### config.mk
export PLATFORM = sky130hd
export DESIGN_NAME = alu_exec_stage
export DESIGN_NICKNAME = d
export VERILOG_FILES = /design/src/rtl/alu_pkg.sv /design/src/rtl/alu_mul_seq.sv /design/src/rtl/alu_exec_stage.sv
export SDC_FILE = /design/constraint.sdc
export NUM_CORES = 1
export LEC_CHECK = 0
export ABC_AREA = 1
export CORE_MARGIN = 2
export CORE_UTILIZATION = 37
export CTS_CLUSTER_DIAMETER = 30
export DETAILED_ROUTE_END_ITERATION = 12
export DONT_BUFFER_PORTS = 1
export GPL_ROUTABILITY_DRIVEN = 1
export SLEW_MARGIN = 20
export SYNTH_ARGS = -nofsm -noshare
export SYNTH_HDL_FRONTEND = slang
export SYNTH_SLANG_ARGS = --single-unit
### constraint.sdc
create_clock -name clk -period 2.45 [get_ports clk]
set_input_delay 0.3675 -clock clk [delete_from_list [all_inputs] [get_ports clk]]
set_output_delay 0.3675 -clock clk [all_outputs]
set_load 0.03 [all_outputs]
### src/rtl/alu_pkg.sv
// Shared definitions for the ALU execute stage.
// Op select bit positions and FSM state encoding.
package alu_pkg;

    localparam int NUM_OPS = 8;

    localparam int OP_ADD  = 0;
    localparam int OP_SUB  = 1;
    localparam int OP_AND  = 2;
    localparam int OP_OR   = 3;
    localparam int OP_XOR  = 4;
    localparam int OP_NOTA = 5;
    localparam int OP_SHL  = 6;
    localparam int OP_MUL  = 7;

    typedef enum logic {
        IDLE,
        MUL_BUSY
    } alu_state_t;

endpackage

### src/rtl/alu_mul_seq.sv
// Iterative shift-add multiplier, one partial product per cycle.
// done and prod are combinational on the final step so the caller can load them that edge.
module alu_mul_seq #(
    parameter int WIDTH = 8
) (
    input  logic               clk,
    input  logic               reset_n,
    input  logic               start,
    input  logic [WIDTH-1:0]   a,
    input  logic [WIDTH-1:0]   b,
    output logic               done,
    output logic [2*WIDTH-1:0] prod
);

    localparam int CW = $clog2(WIDTH);

    logic               busy;
    logic [2*WIDTH-1:0] mcand;
    logic [2*WIDTH-1:0] acc;
    logic [2*WIDTH-1:0] partial;
    logic [WIDTH-1:0]   mplier;
    logic [CW-1:0]      count;

    assign partial = mplier[0] ? mcand : '0;
    assign prod    = acc + partial;
    assign done    = busy && (count == CW'(WIDTH - 1));

    always_ff @(posedge clk or negedge reset_n) begin
        if (!reset_n) begin
            busy   <= 1'b0;
            mcand  <= '0;
            acc    <= '0;
            mplier <= '0;
            count  <= '0;
        end else if (start) begin
            busy   <= 1'b1;
            mcand  <= {{WIDTH{1'b0}}, a};
            acc    <= '0;
            mplier <= b;
            count  <= '0;
        end else if (busy) begin
            acc    <= prod;
            mcand  <= mcand << 1;
            mplier <= mplier >> 1;
            count  <= count + CW'(1);
            if (done) begin
                busy <= 1'b0;
            end
        end
    end

endmodule

### src/rtl/alu_exec_stage.sv
// Registered ALU execute stage fed by a one-hot op decoder.
// Single-cycle ops land in the output register at accept; MUL goes through alu_mul_seq.
module alu_exec_stage
    import alu_pkg::*;
#(
    parameter int WIDTH = 8
) (
    input  logic               clk,
    input  logic               reset_n,
    input  logic               in_valid,
    output logic               in_ready,
    input  logic [NUM_OPS-1:0] op_sel,
    input  logic [WIDTH-1:0]   a,
    input  logic [WIDTH-1:0]   b,
    output logic               out_valid,
    input  logic               out_ready,
    output logic [WIDTH-1:0]   result,
    output logic               carry,
    output logic               zero,
    output logic               err
);

    alu_state_t         state;
    logic               sel_ok;
    logic               is_mul;
    logic               accept;
    logic               mul_done;
    logic [2*WIDTH-1:0] mul_prod;
    logic [WIDTH:0]     sum;
    logic [WIDTH:0]     diff;
    logic [WIDTH-1:0]   res_n;
    logic               cy_n;

    assign sel_ok = $onehot(op_sel);
    assign is_mul = sel_ok && op_sel[OP_MUL];
    assign sum    = {1'b0, a} + {1'b0, b};
    assign diff   = {1'b0, a} - {1'b0, b};

    // Gated by reset_n so the stage advertises nothing while held in reset.
    assign in_ready = reset_n && (state == IDLE) && (!out_valid || out_ready);
    assign accept   = in_valid && in_ready;

    always_comb begin
        res_n = '0;
        cy_n  = 1'b0;
        if (sel_ok) begin
            unique case (1'b1)
                op_sel[OP_ADD]: begin
                    res_n = sum[WIDTH-1:0];
                    cy_n  = sum[WIDTH];
                end
                op_sel[OP_SUB]: begin
                    res_n = diff[WIDTH-1:0];
                    cy_n  = diff[WIDTH];
                end
                op_sel[OP_AND]:  res_n = a & b;
                op_sel[OP_OR]:   res_n = a | b;
                op_sel[OP_XOR]:  res_n = a ^ b;
                op_sel[OP_NOTA]: res_n = ~a;
                op_sel[OP_SHL]: begin
                    res_n = {a[WIDTH-2:0], 1'b0};
                    cy_n  = a[WIDTH-1];
                end
                default: res_n = '0;
            endcase
        end
    end

    alu_mul_seq #(
        .WIDTH(WIDTH)
    ) u_mul (
        .clk     (clk),
        .reset_n (reset_n),
        .start   (accept && is_mul),
        .a       (a),
        .b       (b),
        .done    (mul_done),
        .prod    (mul_prod)
    );

    always_ff @(posedge clk or negedge reset_n) begin
        if (!reset_n) begin
            state     <= IDLE;
            out_valid <= 1'b0;
            result    <= '0;
            carry     <= 1'b0;
            zero      <= 1'b0;
            err       <= 1'b0;
        end else begin
            if (out_valid && out_ready) begin
                out_valid <= 1'b0;
            end
            unique case (state)
                IDLE: begin
                    if (accept && is_mul) begin
                        state <= MUL_BUSY;
                    end else if (accept) begin
                        out_valid <= 1'b1;
                        result    <= res_n;
                        carry     <= cy_n;
                        zero      <= (res_n == '0);
                        err       <= !sel_ok;
                    end
                end
                MUL_BUSY: begin
                    if (mul_done) begin
                        state     <= IDLE;
                        out_valid <= 1'b1;
                        result    <= mul_prod[WIDTH-1:0];
                        carry     <= |mul_prod[2*WIDTH-1:WIDTH];
                        zero      <= (mul_prod[WIDTH-1:0] == '0);
                        err       <= 1'b0;
                    end
                end
                default: state <= IDLE;
            endcase
        end
    end

endmodule

==> impl_metrics.prom, run 1 <==
# TYPE chip_impl_metric gauge
chip_impl_metric{name="tmin_final",unit="ps"} 3310
chip_impl_metric{name="wirelength",unit="mm"} 13.4
chip_impl_metric{name="routedWlPerCell",unit="µm"} 15.0
chip_impl_metric{name="antenna-diode-count",unit=""} 0
chip_impl_metric{name="die_y_extent",unit="µm"} 118
chip_impl_metric{name="seq_area_frac_synth",unit="%"} 29.4
chip_impl_metric{name="number_of_antenna_violations_at_the_first_check_in_global_routing",unit=""} 0
chip_impl_info{name="clock_tree.root_cell",value="sky130_fd_sc_hd__clkbuf_16"} 1
chip_impl_info{name="mostFrequentLayoutCells",value="sky130_fd_sc_hd__nand2_1, sky130_fd_sc_hd__inv_1, sky130_fd_sc_hd__dfrtp_1"} 1
chip_impl_metric{name="maxSlewViolCount",unit=""} 0
chip_impl_metric{name="clkLatencyLatePin",unit="ps"} 330
chip_impl_info{name="rsz0062_at_grt",value="yes"} 1
chip_impl_metric{name="synthesis.instances",unit=""} 702
chip_impl_metric{name="grt_max_degree",unit=""} 58
chip_impl_metric{name="rr_worst_depth",unit=""} 16
chip_impl_info{name="critical_hold_path_startpoint",value="out_ready"} 1
chip_impl_metric{name="fillers",unit=""} 1341
chip_impl_metric{name="globalRouteOverflowTotal",unit=""} 0
chip_impl_metric{name="routabilityCongestion",unit=""} 0.920
chip_impl_metric{name="post_synth.cell_area_avg",unit="µm²"} 6.90
chip_impl_metric{name="max_cap_viol_count",unit=""} 0
chip_impl_metric{name="global_route_wire_length_before_repair",unit="mm"} 22.5
chip_impl_metric{name="hold_violations",unit=""} 0
chip_impl_metric{name="clock_sinks",unit=""} 57
chip_impl_metric{name="layout.nets",unit=""} 800
chip_impl_metric{name="final.setup.tns",unit="ps"} -45310
chip_impl_metric{name="die_w",unit="µm"} 118
chip_impl_metric{name="hold_depth",unit=""} 3
chip_impl_info{name="ys_dominant_reg_cell",value="sky130_fd_sc_hd__dfrtp_1"} 1
chip_impl_info{name="cts_tree",value="yes"} 1
chip_impl_info{name="critical_path_class",value="input port to flip-flop"} 1
chip_impl_metric{name="cts_htree_levels",unit=""} 3
chip_impl_metric{name="row_cnt",unit=""} 41
chip_impl_metric{name="detailed_place.area",unit="µm²"} 5160
chip_impl_metric{name="cp_data_arrival_time",unit="ps"} 3530
chip_impl_metric{name="timing.final.setup_violations",unit=""} 57
chip_impl_metric{name="port-buffer-count",unit=""} 0
chip_impl_metric{name="cts_made_buffers",unit=""} 9
chip_impl_info{name="worst_hold_path_type",value="input port to flip-flop"} 1
chip_impl_metric{name="floorplan.die_area",unit="µm²"} 14000
chip_impl_metric{name="stdcell_area",unit="µm²"} 5680
chip_impl_metric{name="ys_ff_latch",unit=""} 57
chip_impl_metric{name="post-dp-hpwl",unit="mm"} 10.3
chip_impl_metric{name="post_synth_num_cell_types",unit=""} 37
chip_impl_metric{name="instances_no_fill",unit=""} 896
chip_impl_metric{name="mappedNetlistArea",unit="µm²"} 4850
chip_impl_metric{name="detailedPlace.worstSlack",unit="ps"} -1460
chip_impl_info{name="layout.cells.most_common",value="sky130_fd_sc_hd__nand2_1"} 1
chip_impl_metric{name="max_slew.worst_pin.slew",unit="ps"} 521
chip_impl_info{name="outcome",value="complete, but fails checks"} 1
chip_impl_info{name="worst_setup_path_end_kind",value="flip-flop"} 1
chip_impl_metric{name="grt_usage",unit="%"} 19.8
chip_impl_metric{name="async_flop_share",unit="%"} 100
chip_impl_metric{name="fp.coreArea",unit="µm²"} 12700
chip_impl_metric{name="clock_skew",unit="ps"} 6.72
chip_impl_metric{name="cts.path.max_buffers",unit=""} 2
chip_impl_metric{name="postSynthNetCount",unit=""} 783
chip_impl_metric{name="initial_utilization",unit="%"} 38.1
chip_impl_metric{name="final_layout_size_suffix_gt1_share",unit="%"} 11.2
chip_impl_metric{name="timing.slew.headroom",unit="%"} 65.3
chip_impl_info{name="critical_path.startpoint_type",value="input port"} 1
chip_impl_metric{name="min_period_over_period",unit="%"} 135
chip_impl_metric{name="detailedRoute.firstPassIterationCount",unit=""} 5
chip_impl_metric{name="synth_enable_flop_cells",unit=""} 0
chip_impl_metric{name="detail_route.drc_violations",unit=""} 0
chip_impl_info{name="r2r_start",value="u_mul.mplier[0]"} 1
chip_impl_info{name="crit_start",value="op_sel[1]"} 1
chip_impl_metric{name="avgViaCountPerCell",unit=""} 5.13
chip_impl_metric{name="timing.final.ws_setup",unit="ps"} -863
chip_impl_metric{name="synth_warnings",unit=""} 0
chip_impl_metric{name="crit_required",unit="ps"} 2660
chip_impl_metric{name="routed-via-count",unit=""} 4597
chip_impl_metric{name="power_per_cell_area",unit="nW/µm²"} 918
chip_impl_metric{name="antenna_left",unit=""} 0
chip_impl_metric{name="fmaxAchievable",unit="MHz"} 302
chip_impl_metric{name="grt_pass1_vias",unit=""} 4590
chip_impl_info{name="violations",value="setup timing"} 1
chip_impl_metric{name="crit_path_max_fanout",unit=""} 30
chip_impl_metric{name="i_o_pin_count",unit=""} 41
chip_impl_metric{name="clk_pin_slew",unit="ps"} 50
chip_impl_metric{name="area_delta_synth_final",unit="%"} 17.3
chip_impl_metric{name="post-place-cells",unit=""} 876
chip_impl_metric{name="drt_iter0_drc",unit=""} 359
chip_impl_metric{name="overall_power_after_layout",unit="µW"} 5210
chip_impl_metric{name="cellLeakagePower",unit="µW"} 0.00309
chip_impl_metric{name="irDropWorstVdd",unit="V"} 0.000410
[cell usage after synthesis, drive strengths merged, types with 2 or more instances]
library cell | instances | share of area (%)
dfrtp | 57 | 29
o21ai | 30 | 3.1
ha | 46 | 12
buf | 16 | 2.1
a211oi | 2 | 0.31
nor3 | 3 | 0.31
clkbuf | 7 | 0.54
o22ai | 10 | 1.3
nand3b | 2 | 0.31
o211ai | 6 | 0.93
o221ai | 11 | 2.0
a21oi | 30 | 3.3
xnor2 | 4 | 0.72
xor2 | 4 | 0.72
o21bai | 3 | 0.46
nor2 | 39 | 3.1
a22o | 12 | 2.2
nand4 | 8 | 1.2
fa | 7 | 2.9
nand2 | 227 | 18
and2 | 3 | 0.39
nand3 | 54 | 5.7
inv | 116 | 9.0
or2 | 2 | 0.26
[routing by layer]
layer	track usage (%)	share of wire [%]
met3	3.72	5.2
met4	6.18	1.7
met5	0	0
met1	26.8	47
met2	31.9	46
[where the power goes]
part / internal [µW] / switching (µW) / total (µW)
Clock: 733 / 419 / 1150
Combinational: 987 / 1380 / 2370
Sequential: 1280 / 415 / 1700
Total: 3000 / 2210 / 5210
[stage by stage]
stage,util [%],hold WS [ps]
3_3_place_gp,40.6,74.0
5_1_grt,44.7,215
3_5_place_dp,40.6,74.1
2_1_floorplan,-,71.9
4_1_cts,44.2,205
6_report,44.7,211
[worst max-delay path, stage by stage]
cell and delay (ps):
sky130_fd_sc_hd__inv_12 20, sky130_fd_sc_hd__fa_1 540, sky130_fd_sc_hd__fa_1 440, sky130_fd_sc_hd__fa_1 440
sky130_fd_sc_hd__inv_1 70, sky130_fd_sc_hd__ha_2 170, sky130_fd_sc_hd__inv_2 40, sky130_fd_sc_hd__fa_1 490
sky130_fd_sc_hd__nand3_2 100, sky130_fd_sc_hd__a21oi_4 160, sky130_fd_sc_hd__nand4_4 180, sky130_fd_sc_hd__nand2_4 170
sky130_fd_sc_hd__inv_8 100, sky130_fd_sc_hd__a22o_1 230
[logic make-up (layout without fill, tap and decap cells)]
family / after synthesis / after routing / share of synthesized area (%)
compound gates: 106 / 106 / 13.8
xor+xnor: 8 / 8 / 1.45
fa+ha+maj: 53 / 53 / 14.8
buf+inv: 140 / 162 / 11.7
flops: 57 / 57 / 29.4
simple gates: 338 / 338 / 28.8
[area by class of cell]
cell class | count | area (µm²) | area share, %
multi-input combinational | 505 | 2980 | 52.5
inverter | 117 | 473 | 8.32
sequential | 57 | 1430 | 25.1
tap | 172 | 215 | 3.79
timing repair buffer | 29 | 309 | 5.44
clock buffer | 13 | 260 | 4.58
clock inverter | 3 | 15.0 | 0.264
[final timing paths]
kind | to | slack, ps
setup / recovery | u_mul.acc[15] | -860
hold / removal | out_valid | 210
setup reg to reg | carry | -40
hold reg to reg | u_mul.mplier[5] | 490
max in group asynchronous | u_mul.mcand[5] | 1640
min in group asynchronous | u_mul.acc[13] | 540
[state kept, by name (all words and copies together), names as in the netlist]
register and count:
u_mul.acc 16, u_mul.mcand 16, result 8, u_mul.mplier 8, u_mul.count 3, carry 1, err 1, out_valid 1
state 1, u_mul.busy 1, zero 1
[timing repair]
item                       CTS  global route
hold buffers                 2             0
setup buffers                1             1
hold endpoints to repair    57             0
gates resized for setup     52            10
setup endpoints to repair   57            57
pin swaps                    8             1
Note: power is estimated with default switching activity, not from simulation.
==> run 2: changes to the inputs <==
--- a/config.mk
+++ b/config.mk
@@ -12,6 +12,7 @@
 export DETAILED_ROUTE_END_ITERATION = 12
 export DONT_BUFFER_PORTS = 1
 export GPL_ROUTABILITY_DRIVEN = 1
+export GPL_TIMING_DRIVEN = 0
 export SLEW_MARGIN = 20
 export SYNTH_ARGS = -nofsm -noshare
 export SYNTH_HDL_FRONTEND = slang
==> run 2 against run 1 <==
The run still ends with setup timing left; clock skew grew 0.79 ps; hold slack gained 19 ps; core utilization grew 3.0 points; sequential share of layout area shrank 1.6 points; via count grew 2.3%; largest cell class unchanged; largest power group unchanged.
==> impl_metrics.prom, run 2 (synthesized netlist as in run 1, its figures left out) <==
# TYPE chip_impl_metric gauge
chip_impl_metric{name="fmaxAchievable",unit="MHz"} 278
chip_impl_metric{name="clk_pin_slew",unit="ps"} 60
chip_impl_metric{name="antenna-diode-count",unit=""} 0
chip_impl_metric{name="globalRouteOverflowTotal",unit=""} 0
chip_impl_metric{name="initial_utilization",unit="%"} 38.1
chip_impl_metric{name="detailed_place.area",unit="µm²"} 5140
chip_impl_info{name="layout.cells.most_common",value="sky130_fd_sc_hd__nand2_1"} 1
chip_impl_metric{name="grt_max_degree",unit=""} 58
chip_impl_metric{name="area_delta_synth_final",unit="%"} 25.1
chip_impl_metric{name="grt_pass1_vias",unit=""} 4682
chip_impl_metric{name="crit_path_max_fanout",unit=""} 10
chip_impl_metric{name="wirelength",unit="mm"} 14.4
chip_impl_metric{name="final_layout_size_suffix_gt1_share",unit="%"} 14.8
chip_impl_metric{name="cp_data_arrival_time",unit="ps"} 3810
chip_impl_metric{name="global_route_wire_length_before_repair",unit="mm"} 23.2
chip_impl_info{name="outcome",value="complete, but fails checks"} 1
chip_impl_metric{name="routedWlPerCell",unit="µm"} 15.7
chip_impl_metric{name="clock_sinks",unit=""} 57
chip_impl_info{name="critical_hold_path_startpoint",value="out_ready"} 1
chip_impl_metric{name="avgViaCountPerCell",unit=""} 5.15
chip_impl_info{name="worst_r2r_endpoint",value="carry"} 1
chip_impl_metric{name="port-buffer-count",unit=""} 0
chip_impl_metric{name="hold_violations",unit=""} 0
chip_impl_metric{name="cts.path.max_buffers",unit=""} 2
chip_impl_info{name="biggestRegsByFlops",value="u_mul.acc x16, u_mul.mcand x16"} 1
chip_impl_metric{name="die_w",unit="µm"} 118
chip_impl_metric{name="i_o_pin_count",unit=""} 41
chip_impl_metric{name="drt_iter0_drc",unit=""} 367
chip_impl_info{name="critical_path_class",value="input port to flip-flop"} 1
chip_impl_metric{name="hold_depth",unit=""} 3
chip_impl_metric{name="floorplan.die_area",unit="µm²"} 14000
chip_impl_metric{name="crit_required",unit="ps"} 2670
chip_impl_info{name="worst_setup_path_end_kind",value="flip-flop"} 1
chip_impl_metric{name="timing.slew.headroom",unit="%"} 62.6
chip_impl_metric{name="max_cap_viol_count",unit=""} 0
chip_impl_info{name="r2r_start",value="u_mul.mplier[0]"} 1
chip_impl_metric{name="post-dp-hpwl",unit="mm"} 10.6
chip_impl_metric{name="irDropWorstVdd",unit="V"} 0.000429
chip_impl_metric{name="antenna_left",unit=""} 0
chip_impl_metric{name="die_y_extent",unit="µm"} 118
chip_impl_metric{name="final.setup.tns",unit="ps"} -61470
chip_impl_metric{name="timing.final.setup_violations",unit=""} 57
chip_impl_metric{name="cts_htree_levels",unit=""} 3
chip_impl_info{name="mostFrequentLayoutCells",value="sky130_fd_sc_hd__nand2_1, sky130_fd_sc_hd__inv_1, sky130_fd_sc_hd__dfrtp_1"} 1
chip_impl_metric{name="power_per_cell_area",unit="nW/µm²"} 948
chip_impl_metric{name="layout.nets",unit=""} 817
chip_impl_metric{name="cellLeakagePower",unit="µW"} 0.00325
chip_impl_metric{name="routed-via-count",unit=""} 4705
chip_impl_info{name="violations",value="setup timing"} 1
chip_impl_metric{name="min_period_over_period",unit="%"} 147
chip_impl_metric{name="fp.coreArea",unit="µm²"} 12700
chip_impl_metric{name="rr_worst_depth",unit=""} 14
chip_impl_metric{name="grt_usage",unit="%"} 20.6
chip_impl_metric{name="routabilityCongestion",unit=""} 0.898
chip_impl_metric{name="detail_route.drc_violations",unit=""} 0
chip_impl_info{name="clock_tree.root_cell",value="sky130_fd_sc_hd__clkbuf_16"} 1
chip_impl_info{name="critical_path.startpoint_type",value="input port"} 1
chip_impl_metric{name="detailedRoute.firstPassIterationCount",unit=""} 6
chip_impl_metric{name="stdcell_area",unit="µm²"} 6060
chip_impl_metric{name="r2r_slack",unit="ps"} -520
chip_impl_info{name="rsz0062_at_grt",value="yes"} 1
chip_impl_metric{name="cts_made_buffers",unit=""} 9
chip_impl_metric{name="max_slew.worst_pin.slew",unit="ps"} 560
chip_impl_metric{name="number_of_antenna_violations_at_the_first_check_in_global_routing",unit=""} 0
chip_impl_metric{name="row_cnt",unit=""} 41
chip_impl_metric{name="clkLatencyLatePin",unit="ps"} 330
chip_impl_metric{name="tmin_final",unit="ps"} 3590
chip_impl_metric{name="clock_skew",unit="ps"} 7.51
chip_impl_info{name="worst_hold_path.endpoint",value="out_valid"} 1
chip_impl_info{name="cts_tree",value="yes"} 1
chip_impl_metric{name="maxSlewViolCount",unit=""} 0
chip_impl_metric{name="fillers",unit=""} 1266
chip_impl_metric{name="timing.final.ws_setup",unit="ps"} -1140
chip_impl_info{name="worst_hold_path_type",value="input port to flip-flop"} 1
-- run 2: per-stage QoR --
step	utilization [%]	total power [µW]	setup WS [ps]	std cells	hold WS, ps
6_report	47.6	5750	-1140	913	231
5_1_grt	47.6	6100	-1230	913	245
4_1_cts	46.4	5500	-1060	910	228
3_5_place_dp	40.4	3680	-1690	874	73.3
3_3_place_gp	40.4	3630	-1620	874	73.4
2_1_floorplan	-	3150	-1280	702	71.9
-- run 2: final cells by class --
type / instances / area [µm²] / share of cell area [%]
Buffer: 22 / 250 / 4.13
Clock buffer: 12 / 256 / 4.23
Clock inverter: 4 / 75.1 / 1.24
Inverter: 117 / 462 / 7.62
Multi-Input combinational cell: 505 / 3100 / 51.1
Sequential cell: 57 / 1430 / 23.5
Tap cell: 172 / 215 / 3.55
Timing Repair Buffer: 24 / 280 / 4.62
-- run 2: how the worst max path moves through the flow --
| stage | startpoint | to | slack [ps] | cells past startpoint |
|---|---|---|---|---|
| after floorplan | op_sel[0] | u_mul.count[2] | -1280 | 17 |
| after global placement | op_sel[3] | u_mul.mplier[4] | -1620 | 15 |
| after detailed placement | op_sel[3] | u_mul.mplier[6] | -1690 | 15 |
| after CTS | op_sel[1] | u_mul.acc[4] | -1060 | 17 |
| after global routing | op_sel[1] | u_mul.acc[2] | -1230 | 17 |
| final | op_sel[1] | u_mul.acc[15] | -1140 | 17 |
-- run 2: timing repair --
| action | in CTS | in global routing |
|---|---|---|
| cloned | 5 | 0 |
| endpoints found under the hold margin | 57 | 0 |
| endpoints found under the setup margin | 57 | 57 |
| gates resized for setup | 49 | 43 |
| hold buffers | 2 | 0 |
| pin swaps | 6 | 12 |
| setup buffers | 13 | 4 |
-- run 2: worst max-delay path, cell delays in order --
cell and delay (ps):
sky130_fd_sc_hd__buf_12 80, sky130_fd_sc_hd__inv_6 30, sky130_fd_sc_hd__fa_1 560, sky130_fd_sc_hd__fa_1 450
sky130_fd_sc_hd__fa_1 500, sky130_fd_sc_hd__inv_2 80, sky130_fd_sc_hd__ha_4 120, sky130_fd_sc_hd__inv_2 30
sky130_fd_sc_hd__fa_2 520, sky130_fd_sc_hd__nand3_2 80, sky130_fd_sc_hd__a21oi_4 170, sky130_fd_sc_hd__nand4_4 160
sky130_fd_sc_hd__buf_6 200, sky130_fd_sc_hd__nand2_8 80, sky130_fd_sc_hd__inv_6 40, sky130_fd_sc_hd__buf_8 140
sky130_fd_sc_hd__a22o_1 200
-- run 2: where the power goes --
part	internal, µW	leakage (µW)	total [µW]	switching (µW)
Combinational	1140	0.00234	2690	1550
Sequential	1280	0.000763	1670	387
Clock	945	0.000155	1390	440
-- run 2: layer usage --
| layer | GRT usage [%] | vias up | wire, µm | part of all wire (%) |
|---|---|---|---|---|
| met5 | 0 | - | 0 | 0 |
| met2 | 33.1 | 125 | 6640 | 46 |
| met4 | 7.07 | 0 | 263 | 1.8 |
| li1 | - | 2329 | - | - |
| met3 | 3.96 | 20 | 840 | 5.9 |
| met1 | 27.6 | 2231 | 6610 | 46 |
